### config.mk
export PLATFORM = sky130hd
export DESIGN_NAME = seg7_scan_ctrl
export DESIGN_NICKNAME = d
export VERILOG_FILES = /design/src/rtl/seg7_pkg.sv /design/src/rtl/bcd_to_7seg.sv /design/src/rtl/seg7_scan_ctrl.sv
export SDC_FILE = /design/constraint.sdc
export NUM_CORES = 1
export LEC_CHECK = 0
export CELL_PAD_IN_SITES_DETAIL_PLACEMENT = 0
export CELL_PAD_IN_SITES_GLOBAL_PLACEMENT = 1
export CORE_ASPECT_RATIO = 0.7
export CORE_MARGIN = 5
export CORE_UTILIZATION = 35
export CTS_CLUSTER_SIZE = 28
export DETAILED_ROUTE_END_ITERATION = 12
export PLACE_DENSITY_LB_ADDON = 0.1
export RECOVER_POWER = 100
export SYNTH_ARGS = -nofsm -noshare
export SYNTH_HDL_FRONTEND = slang
export SYNTH_SLANG_ARGS = --single-unit
export TNS_END_PERCENT = 100
### constraint.sdc
create_clock -name clk -period 4.36 [get_ports clk]
set_clock_uncertainty 0.2 [all_clocks]
set_input_delay 0.436 -clock clk [delete_from_list [all_inputs] [get_ports clk]]
set_output_delay 0.436 -clock clk [all_outputs]
set_load 0.03 [all_outputs]
### src/rtl/seg7_pkg.sv
// Shared constants and helpers for the multiplexed 7-segment scan path.
package seg7_pkg;

  localparam logic [6:0] SEG_BLANK = 7'h7F;

  // Counter width for values 0..v-1, never narrower than one bit.
  function automatic int clog2(input int v);
    int r = 1;
    while ((1 << r) < v) r++;
    return r;
  endfunction

  function automatic logic [7:0] an_off(input int n);
    logic [7:0] r = '0;
    for (int i = 0; i < 8; i++) begin
      if (i < n) r[i] = 1'b1;
    end
    return r;
  endfunction

  function automatic logic [3:0] digit_slice(input logic [31:0] d, input int k);
    return d[4*k +: 4];
  endfunction

endpackage

### src/rtl/bcd_to_7seg.sv
// Hex nibble to active-low 7-segment cathode pattern, bit order {g,f,e,d,c,b,a}.
module bcd_to_7seg
  import seg7_pkg::*;
(
  input  logic [3:0] value,
  output logic [6:0] seg
);

  always_comb begin
    seg = SEG_BLANK;
    case (value)
      4'h0: seg = 7'h40;
      4'h1: seg = 7'h79;
      4'h2: seg = 7'h24;
      4'h3: seg = 7'h30;
      4'h4: seg = 7'h19;
      4'h5: seg = 7'h12;
      4'h6: seg = 7'h02;
      4'h7: seg = 7'h78;
      4'h8: seg = 7'h00;
      4'h9: seg = 7'h10;
      4'hA: seg = 7'h08;
      4'hB: seg = 7'h03;
      4'hC: seg = 7'h46;
      4'hD: seg = 7'h21;
      4'hE: seg = 7'h06;
      4'hF: seg = 7'h0E;
      default: seg = SEG_BLANK;
    endcase
  end

endmodule

### src/rtl/seg7_scan_ctrl.sv
// N-digit multiplexed 7-segment scanner: per-frame snapshot, blink, leading-zero
// suppression, PWM brightness and an all-off guard band at the start of each slot.
module seg7_scan_ctrl
  import seg7_pkg::*;
#(
  parameter int NUM_DIGITS    = 4,
  parameter int REFRESH_COUNT = 100000,
  parameter int GUARD_CYCLES  = 64,
  parameter int BRIGHT_W      = 4,
  parameter int BLINK_FRAMES  = 250
) (
  input  logic                    clk,
  input  logic                    rst_n,
  input  logic [4*NUM_DIGITS-1:0] digits,
  input  logic [NUM_DIGITS-1:0]   dp_in,
  input  logic [NUM_DIGITS-1:0]   digit_en,
  input  logic [NUM_DIGITS-1:0]   blink_en,
  input  logic                    lzs_en,
  input  logic [BRIGHT_W-1:0]     brightness,
  output logic [6:0]              seg,
  output logic                    dp,
  output logic [NUM_DIGITS-1:0]   an,
  output logic                    frame_tick
);

  localparam int SLOT_W = clog2(REFRESH_COUNT);
  localparam int SEL_W  = clog2(NUM_DIGITS);
  localparam int FRM_W  = clog2(BLINK_FRAMES);
  localparam logic [NUM_DIGITS-1:0] AN_OFF = NUM_DIGITS'(an_off(NUM_DIGITS));

  logic [SLOT_W-1:0]       slot_cnt;
  logic [SEL_W-1:0]        digit_sel;
  logic [BRIGHT_W-1:0]     pwm_cnt;
  logic [FRM_W-1:0]        frame_cnt;
  logic                    blink_phase;
  logic [4*NUM_DIGITS-1:0] snap_digits;
  logic [NUM_DIGITS-1:0]   snap_dp;
  logic [NUM_DIGITS-1:0]   snap_en;
  logic [NUM_DIGITS-1:0]   snap_blink;
  logic                    snap_lzs;

  // Disabled digits are skipped so they never end a run of leading zeros.
  function automatic logic [NUM_DIGITS-1:0] lz_mask(
    input logic [4*NUM_DIGITS-1:0] d,
    input logic [NUM_DIGITS-1:0]   en,
    input logic                    lzs
  );
    logic run = lzs;
    logic [NUM_DIGITS-1:0] m = '0;
    for (int k = NUM_DIGITS - 1; k >= 1; k--) begin
      if (en[k]) begin
        if (run && digit_slice(32'(d), k) == 4'd0) m[k] = 1'b1;
        else run = 1'b0;
      end
    end
    return m;
  endfunction

  logic                  slot_tc;
  logic                  frame_wrap;
  logic                  pwm_on;
  logic                  lit_p0;
  logic [NUM_DIGITS-1:0] suppressed;
  logic [3:0]            sel_digit;
  logic [6:0]            seg_p0;

  assign slot_tc    = (slot_cnt == SLOT_W'(REFRESH_COUNT - 1));
  assign frame_wrap = slot_tc && (digit_sel == SEL_W'(NUM_DIGITS - 1));
  assign pwm_on     = (brightness == {BRIGHT_W{1'b1}}) || (pwm_cnt < brightness);
  assign suppressed = lz_mask(snap_digits, snap_en, snap_lzs);
  assign sel_digit  = digit_slice(32'(snap_digits), int'(digit_sel));
  assign lit_p0     = snap_en[digit_sel] && !(snap_blink[digit_sel] && blink_phase) &&
                      !suppressed[digit_sel] && (slot_cnt >= SLOT_W'(GUARD_CYCLES)) && pwm_on;

  bcd_to_7seg u_dec (
    .value (sel_digit),
    .seg   (seg_p0)
  );

  // Stage p0 -> registered pins
  always_ff @(posedge clk) begin
    if (!rst_n) begin
      slot_cnt    <= '0;
      digit_sel   <= '0;
      pwm_cnt     <= '0;
      frame_cnt   <= '0;
      blink_phase <= 1'b0;
      snap_digits <= '0;
      snap_dp     <= '0;
      snap_en     <= '0;
      snap_blink  <= '0;
      snap_lzs    <= 1'b0;
      seg         <= SEG_BLANK;
      dp          <= 1'b1;
      an          <= AN_OFF;
      frame_tick  <= 1'b0;
    end else begin
      pwm_cnt    <= pwm_cnt + 1'b1;
      frame_tick <= frame_wrap;
      if (slot_tc) begin
        slot_cnt  <= '0;
        digit_sel <= (digit_sel == SEL_W'(NUM_DIGITS - 1)) ? '0 : digit_sel + 1'b1;
      end else begin
        slot_cnt <= slot_cnt + 1'b1;
      end
      if (frame_wrap) begin
        snap_digits <= digits;
        snap_dp     <= dp_in;
        snap_en     <= digit_en;
        snap_blink  <= blink_en;
        snap_lzs    <= lzs_en;
        if (frame_cnt == FRM_W'(BLINK_FRAMES - 1)) begin
          frame_cnt   <= '0;
          blink_phase <= ~blink_phase;
        end else begin
          frame_cnt <= frame_cnt + 1'b1;
        end
      end
      an  <= lit_p0 ? ~(NUM_DIGITS'(1) << digit_sel) : AN_OFF;
      seg <= lit_p0 ? seg_p0 : SEG_BLANK;
      dp  <= lit_p0 ? ~snap_dp[digit_sel] : 1'b1;
    end
  end

endmodule

==> flow_summary.toml, run 1 <==
[status]
status = "finished with violations"
violations = "capacitance limit, slew limit"

[cells_and_area]
fin_nets = 493
antenna_cells = 0
fin_area_um2 = 4460
syn2layout_area_growth_pct = 24.7
drive_gt1_share_pct = 6.52
fin_util_pct = 45.4

[critical_path]
cp-start-kind = "primary input"
rrSetupSlack_ns = 1.45
worst_setup_path_end_kind = "register"
startpoint = "rst_n"
worstReg2RegEnd = "frame_cnt[2]"
required_ns = 4.41
crit_path_end = "slot_cnt[12]"
cp_data_arrival_time_ns = 3.40
critPathMaxStageDelay_ns = 1.27
cpLargestDelayFamily = "buffers and inverters"
critPathSlowestCell = "clkbuf_1"
timing.rr.start = "slot_cnt[0]"
worst-path-stages = 4
cp_num_buf_inv = 2
critPathKind = "in -> reg"
r2r.worst_path.cells = 6
cp_cell_sequence = "clkdlybuf4s50_1, clkbuf_1, nand2_1, nor2_1"
cp_max_fo = 47

[die]
core-area_um2 = 9830
die_x_um = 131
die_y_um = 94.6
ios = 48
die-area_um2 = 12400
initial_core_util_pct = 36.4
core.rowCount = 30

[pwr]
cellPowerDensity_nw_per_um2 = 360
peakVddDrop_mv = 0.155
power.total_mw = 1.61
p_leak_nw = 1.54

[logic_synthesis]
synth.net_count = 452
synth.ff_latch_count = 74
synthTopCellsByArea = "dfxtp_1 (41%), nand2_1 (9.0%), ha_1 (6.3%), a21boi_0 (5.9%), mux4_1 (3.7%)"
synth-main-ff-cell = "dfxtp_1"
yosys-top-cells-count = "nand2_1 (86), dfxtp_1 (74), a21boi_0 (28), nor2_1 (27), ha_1 (18)"
syn_area_um2 = 3580
yosysSeqAreaShare_pct = 41.4
ys_types = 55
post-synth-top-area-cell = "dfxtp_1"
synth.avg_cell_area_um2 = 8.97
synth_most_common_cell = "nand2_1"
synth_top_area_share_pct = 41.4
synth_edf_count = 0
synthCells = 399
ys_warn_count = 0
async_flop_share_pct = 0

[detailed_routing]
viasPerCell = 4.91
routed_wl_mm = 8.26
vias = 2811
drt_iter0_drc = 121
avgRoutedWirePerCell_um = 14.4
ant_nets = 0
firstDrtPassIters = 4
drc = 0

[global_route]
grt_max_degree = 48
grt_use_total_pct = 14.2
grt_first_pass_wirelength_mm = 13.7
grt_pass1_vias = 2733
overflow = 0
antenna_found_initial = 0

[sta]
max_freq_mhz = 298
layout_setup_ws_ns = 1.01
slew-limit-headroom_pct = -15.0
period_minus_slack_ns = 3.35
rsz0062_at_grt = "no"
finalSetupViolations = 0
final_max_slew_viol_count = 48
finalHoldViolCount = 0
final.setup.tns_ns = 0
worst_slew_pin_slew_ns = 1.72
period_share_pct = 76.9

[clock_tree]
numCtsBuffers = 9
postCtsHoldBufs = 0
post_cts_resized = 0
htreeDepth = 3
tritoncts = "yes"
cts_sinks = 74
cts_root_buffer = "clkbuf_16"
clk_latency_ns = 0.33
clockBufferDepth = 2
cts_setup_buffers = 0
clkSlewWorstSetupHoldPaths_ns = 0.06

[hold_path]
hp-class = "reg -> reg"

[placement]
hpwl_mm = 5.91
dpl_cell_area_um2 = 4130
place_ws_ns = 1.27
port_buffers = 47
gp_congestion = 0.765

[job]
maxCapViolations = 1
## cells in the final DEF, fill, tap and decap left out, types with 3 or more instances in the layout
cell	count
a21boi_0	33
a21oi_1	4
and2_0	3
and3_1	7
bufinv_16	3
clkbuf_1	3
clkbuf_16	9
clkdlybuf4s50_1	34
dfxtp_1	74
dlygate4sd3_1	13
ha_1	18
inv_1	14
mux2i_1	4
mux4_1	5
nand2_1	86
nand2b_1	5
nand3_1	15
nand4_1	3
nor2_1	27
nor2b_1	3
nor3_1	9
nor4_1	4
o211ai_2	3
o21ai_0	7
o221ai_1	3
xnor2_1	8
xor2_1	9
## through the flow
| step | hold slack, ns | instances |
|---|---|---|
| 6_report | 0.263 | 573 |
| 5_1_grt | 0.295 | 573 |
| 4_1_cts | 0.255 | 573 |
| 3_5_place_dp | 0.246 | 557 |
| 3_3_place_gp | 0.250 | 557 |
| 2_1_floorplan | 0.226 | 399 |
## flip-flops by register name, indices dropped and copies added (netlist names), 2 cells and up
name         count
seg              7
digit_sel        2
snap_en          4
snap_blink       4
frame_cnt        8
slot_cnt        17
snap_digits     16
snap_dp          4
pwm_cnt          4
an               4
## power breakdown
part / total (mW) / switching, mW / internal (mW)
logic: 0.0607 / 0.0207 / 0.0400
registers: 0.685 / 0.00446 / 0.681
clock network: 0.861 / 0.285 / 0.576
## worst min path at each step
| stage | startpoint | endpoint | slack (ns) | cells past startpoint |
|---|---|---|---|---|
| global route | pwm_cnt[0] | pwm_cnt[0] | 0.29 | 1 |
| CTS | snap_dp[3] | snap_dp[3] | 0.25 | 2 |
| detailed placement | snap_dp[3] | snap_dp[3] | 0.25 | 2 |
| global placement | snap_en[0] | snap_en[0] | 0.25 | 2 |
| finish | slot_cnt[0] | slot_cnt[0] | 0.26 | 1 |
| floorplan | snap_dp[1] | snap_dp[1] | 0.23 | 2 |
## cell type report
cell class                      instances  area [um2]
Clock buffer                           12         246
Clock inverter                          4        98.8
Fill cell                             998        5370
Inverter                               14        52.6
Multi-Input combinational cell        292        1940
Sequential cell                        74        1480
Tap cell                              128         160
Timing Repair Buffer                   49         482
## logic make-up (layout without fill, tap and decap cells)
| logic type | after synthesis | count (layout) | synth area share (%) |
|---|---|---|---|
| compound gates | 68 | 68 | 14.7 |
| xor+xnor | 17 | 17 | 4.16 |
| fa+ha+maj | 18 | 18 | 6.30 |
| buf+inv | 33 | 79 | 4.09 |
| flops | 74 | 74 | 41.4 |
| mux | 12 | 12 | 6.05 |
| simple gates | 177 | 177 | 23.3 |
## routing by layer
layer,track usage [%],up-vias,wire (um)
met3,3.79,7,353
met1,22.0,1289,4710
met2,18.3,56,3130
li1,-,1459,-
met4,4.88,0,74
met5,0,-,0
(Power assumes the default switching activity.)
==> run 2: changes to the inputs <==
==> constraint.sdc (replaced) <==
create_clock -name clk -period 3.2 [get_ports clk]
set_clock_uncertainty 0.2 [all_clocks]
set_input_delay 0.32 -clock clk [delete_from_list [all_inputs] [get_ports clk]]
set_output_delay 0.32 -clock clk [all_outputs]
set_load 0.03 [all_outputs]
==> run 2 against run 1 <==
  * Register-to-register slack got worse by 0.95 ns
  * Final cell count rose by 0.52%
  * Global-route usage rose by 0.29 points
  * Sequential share of layout area fell by 0.12 points
  * Core utilization rose by 0.17 points
  * Die area did not move
  * Cell area rose by 0.36%
  * The flow now finishes without violations
==> flow_summary.toml, run 2 (same netlist as run 1, synthesis figures left out) <==
[status]
status = "finished, final reports clean"

[critical_path]
timing.rr.start = "slot_cnt[0]"
worstReg2RegEnd = "frame_cnt[2]"
cp_cell_sequence = "ha_1, nand4_1, nor3_1, and3_1, clkbuf_2, nand2_1, a31o_2"
critPathKind = "reg -> reg"
r2r.worst_path.cells = 7
critPathSlowestCell = "clkbuf_2"
required_ns = 3.23
critPathMaxStageDelay_ns = 0.53
cp-start-kind = "register"
cp_data_arrival_time_ns = 2.73
worst_setup_path_end_kind = "register"
rrSetupSlack_ns = 0.50
cp_max_fo = 32

[clock_tree]
clk_latency_ns = 0.34
cts_root_buffer = "clkbuf_16"
postCtsHoldBufs = 0
clockBufferDepth = 2
cts_sinks = 74
numCtsBuffers = 9
cts_setup_buffers = 0
tritoncts = "yes"
clkSlewWorstSetupHoldPaths_ns = 0.06
htreeDepth = 3
post_cts_resized = 0

[hold_path]
min_from = "snap_dp[3]"
hp-class = "reg -> reg"
hold_depth = 2
hold-path-endpoint = "snap_dp[3]"

[placement]
hpwl_mm = 5.94
dp_cells = 560
dpl_cell_area_um2 = 4150
port_buffers = 47
gp_congestion = 0.788

[job]
maxCapViolations = 0

[sta]
final_max_slew_viol_count = 0
period_share_pct = 84.4
slew-limit-headroom_pct = 54.5
rsz0062_at_grt = "no"
max_freq_mhz = 370
finalSetupViolations = 0
worst_slew_pin_slew_ns = 0.677
whs_ns = 0.255
finalHoldViolCount = 0
final.setup.tns_ns = 0
period_minus_slack_ns = 2.70

[pwr]
clkPwrFrac_pct = 53.9
peakVddDrop_mv = 0.257
combPwrFrac_pct = 3.7
cellPowerDensity_nw_per_um2 = 492
seqPwrFrac_pct = 42.4
p_leak_nw = 1.57
p_sw_mw = 0.416
p_int_mw = 1.79
netSwitchingFraction_pct = 18.9

[detailed_routing]
viasPerCell = 4.88
ant_nets = 0
avgRoutedWirePerCell_um = 14.5
routed_wl_mm = 8.36
drc = 0
vias = 2808
drt_iter0_drc = 149
firstDrtPassIters = 4

[die]
initial_core_util_pct = 36.4
core-area_um2 = 9830
core.rowCount = 30
ios = 48
die-area_um2 = 12400
die_y_um = 94.6
die_x_um = 131

[cells_and_area]
post_layout_nonfiller_instances = 576
drive_gt1_share_pct = 6.92
final_cell_mix = "nand2_1 (86), dfxtp_1 (74), a21boi_0 (34), clkdlybuf4s50_1 (33), nor2_1 (27)"
syn2layout_area_growth_pct = 25.2
largest_reg_flops = 17
fillers = 1031
final_common_cell = "nand2_1"
fin_area_um2 = 4480
top_register = "slot_cnt"
top_regs = "slot_cnt x17, snap_digits x16, frame_cnt x8"
fin_nets = 496
antenna_cells = 0

[global_route]
overflow = 0
grt_use_total_pct = 14.4
antenna_found_initial = 0
grt_first_pass_wirelength_mm = 13.8
grt_pass1_vias = 2697
grt_max_degree = 53
[run 2: changes by cell type in the layout (fill, tap and decap cells not counted), sizes merged]
cell / change
clkdlybuf4s50: -1
dlygate4sd3: +1
buf: +3
clkinvlp: +1
clkinv: -1
[run 2: through the flow]
step                      power (mW)  setup slack, ns  utilization [%]
final                           2.20            0.499             45.5
after global placement          1.04            0.646             42.2
after global routing            2.28            0.212             45.5
after CTS                       2.24            0.562             45.8
after detailed placement        1.04            0.569             42.2
after floorplan                0.985            0.960                -
[run 2: metal layers]
| metal | up-vias | part of all wire, % | track usage (%) |
|---|---|---|---|
| li1 | 1465 | - | - |
| met1 | 1280 | 57 | 22.4 |
| met2 | 50 | 37 | 18.3 |
| met3 | 13 | 5.2 | 4.52 |
| met4 | 0 | 1.4 | 4.97 |
| met5 | - | 0 | 0 |
[run 2: power groups by stage]
stage / clock [mW] / combinational, mW / sequential (mW)
final: 1.19 / 0.0815 / 0.934
after global routing: 1.26 / 0.0902 / 0.935
after CTS: 1.22 / 0.0841 / 0.934
after detailed placement: 0 / 0.0835 / 0.954
after global placement: 0 / 0.0822 / 0.954
after floorplan: 0 / 0.0318 / 0.953
[run 2: final cells by class]
class,instances,area (um2),share of cell area (%)
Multi-Input combinational cell,292,1920,43.0
Timing Repair Buffer,52,505,11.3
Clock inverter,4,97.6,2.18
Clock buffer,12,256,5.73
Sequential cell,74,1480,33.1
Inverter,14,52.6,1.17
Tap cell,128,160,3.58
[run 2: how the worst max path moves through the flow]
stage / from / depth (start not counted) / to
after floorplan: digit_sel[0] / 8 / seg[1]
after global placement: digit_sel[0] / 7 / seg[1]
after detailed placement: digit_sel[0] / 7 / seg[1]
after CTS: digit_sel[0] / 7 / seg[1]
after global routing: slot_cnt[0] / 7 / snap_digits[0]
final: slot_cnt[0] / 7 / frame_cnt[2]
[run 2: worst max-delay path: cells and delay by family, from the launching register on]
kind	cells	cell delay, ns
and+or+nand+nor	4	0.96
buffers and inverters	1	0.53
DFF	1	0.38
AOI/OAI and AO/OA	1	0.26
adders and majority gates	1	0.25
==> run 3: changes to the inputs <==
==> constraint.sdc (replaced) <==
create_clock -name clk -period 2.2 [get_ports clk]
set_clock_uncertainty 0.2 [all_clocks]
set_input_delay 0.22 -clock clk [delete_from_list [all_inputs] [get_ports clk]]
set_output_delay 0.22 -clock clk [all_outputs]
set_load 0.03 [all_outputs]
==> run 3 against run 2 <==
  * Sequential share of layout area down 2.1 points
  * Combinational power grew 57%
  * Via count up 5.6%
  * Hold slack lost 0.012 ns
  * Setup slack got worse by 0.42 ns
  * Critical path depth grew 1
  * Largest power group unchanged
==> flow_summary.toml, run 3 (same netlist as run 1, synthesis figures left out) <==
[placement]
hpwl_mm = 6.77
gp_congestion = 0.778
dp_cells = 597
port_buffers = 47
dpl_cell_area_um2 = 4450

[hold_path]
min_from = "blink_en[3]"
hp-class = "in -> reg"
hold_depth = 3
hold-path-endpoint = "snap_blink[3]"

[clock_tree]
postCtsHoldBufs = 0
clockBufferDepth = 2
numCtsBuffers = 9
cts_root_buffer = "clkbuf_16"
tritoncts = "yes"
htreeDepth = 3
clk_latency_ns = 0.33
clkSlewWorstSetupHoldPaths_ns = 0.06
cts_sinks = 74

[cells_and_area]
final_common_cell = "nand2_1"
syn2layout_area_growth_pct = 34.1
top_register = "slot_cnt"
antenna_cells = 0
fin_area_um2 = 4800
drive_gt1_share_pct = 16.0
top_regs = "slot_cnt x17, snap_digits x16, frame_cnt x8"
largest_reg_flops = 17
post_layout_nonfiller_instances = 615
fin_nets = 535
final_cell_mix = "nand2_1 (86), dfxtp_1 (71), buf_4 (37), clkdlybuf4s50_1 (34), a21boi_0 (31)"

[critical_path]
cp_cell_sequence = "buf_4, mux4_2, inv_1, ha_1, nand2b_1, o21ai_0, a32oi_1, nand2_1"
cp_num_buf_inv = 2
worstReg2RegEnd = "seg[1]"
cp_max_fo = 6
cp-start-kind = "register"
critPathKind = "reg -> reg"
r2r.worst_path.cells = 8
worst_setup_path_end_kind = "register"
timing.rr.start = "digit_sel[0]"
required_ns = 2.22
cp_data_arrival_time_ns = 2.13
rrSetupSlack_ns = 0.08
critPathSlowestCell = "mux4_2"
cpLargestDelayFamily = "multiplexers"
critPathMaxStageDelay_ns = 0.53

[global_route]
grt_first_pass_wirelength_mm = 14.7
grt_pass1_vias = 2790
grt_use_total_pct = 15.4
overflow = 0
grt_max_degree = 53
antenna_found_initial = 0

[die]
initial_core_util_pct = 36.4
die-area_um2 = 12400
die_x_um = 131
ios = 48
die_y_um = 94.6
core.rowCount = 30
core-area_um2 = 9830

[detailed_routing]
vias = 2964
firstDrtPassIters = 4
routed_wl_mm = 9.01
viasPerCell = 4.82
ant_nets = 0
drt_iter0_drc = 162
drc = 0
avgRoutedWirePerCell_um = 14.7

[sta]
whs_ns = 0.243
period_minus_slack_ns = 2.12
finalSetupViolations = 0
final_max_slew_viol_count = 0
final.setup.tns_ns = 0
finalHoldViolCount = 0
worst_slew_pin_slew_ns = 0.943
rsz0062_at_grt = "no"
period_share_pct = 96.2
max_freq_mhz = 472
slew-limit-headroom_pct = 37.1

[job]
maxCapViolations = 0

[pwr]
power.total_mw = 3.10
p_leak_nw = 1.77
cellPowerDensity_nw_per_um2 = 647
peakVddDrop_mv = 0.356

[status]
status = "finished, final reports clean"
## run 3: routing by layer
layer	up-vias	GRT usage (%)	wire, um	part of all wire, %
li1	1544	-	-	-
met1	1362	25.0	5210	58
met2	53	19.1	3360	37
met3	5	4.35	385	4.3
met4	0	3.68	58	0.64
met5	-	0	0	0
## run 3: worst max-delay path by stage
stage / startpoint / end / depth (start not counted)
after floorplan: digit_sel[0] / seg[1] / 8
after global placement: brightness[1] / seg[5] / 9
after detailed placement: brightness[1] / seg[6] / 9
after CTS: slot_cnt[1] / snap_digits[14] / 7
after global routing: digit_sel[0] / seg[1] / 8
final: digit_sel[0] / seg[1] / 8
## run 3: final cells by class
class | instances | area [um2]
Clock buffer | 12 | 256
Clock inverter | 4 | 73.8
Fill cell | 933 | 5040
Inverter | 14 | 52.6
Multi-Input combinational cell | 292 | 1950
Sequential cell | 74 | 1490
Tap cell | 128 | 160
Timing Repair Buffer | 91 | 812
## run 3: worst register-to-register path, cell delays in order, from the launching register on
cell and delay, ns:
dfxtp_4 0.39, buf_4 0.14, mux4_2 0.53, inv_1 0.10, ha_1 0.24, nand2b_1 0.09, o21ai_0 0.08, a32oi_1 0.17
nand2_1 0.08
## run 3: repair_timing
action | CTS | global route
gates resized for setup | 1 | 6
buffers inserted | 0 | 2
pin swaps | 0 | 3
endpoints found under the setup margin | 5 | 38
## run 3: power by group
part / internal, mW / switching [mW]
registers: 1.35 / 0.00834
logic: 0.0849 / 0.0427
clock network: 1.06 / 0.562
## run 3: through the flow
| stage | setup WS (ns) | util [%] |
|---|---|---|
| after floorplan | 0.0610 | - |
| after global placement | -0.162 | 45.2 |
| after detailed placement | -0.205 | 45.2 |
| after CTS | 0.0384 | 48.6 |
| after global routing | 0.00311 | 48.8 |
| final | 0.0831 | 48.8 |
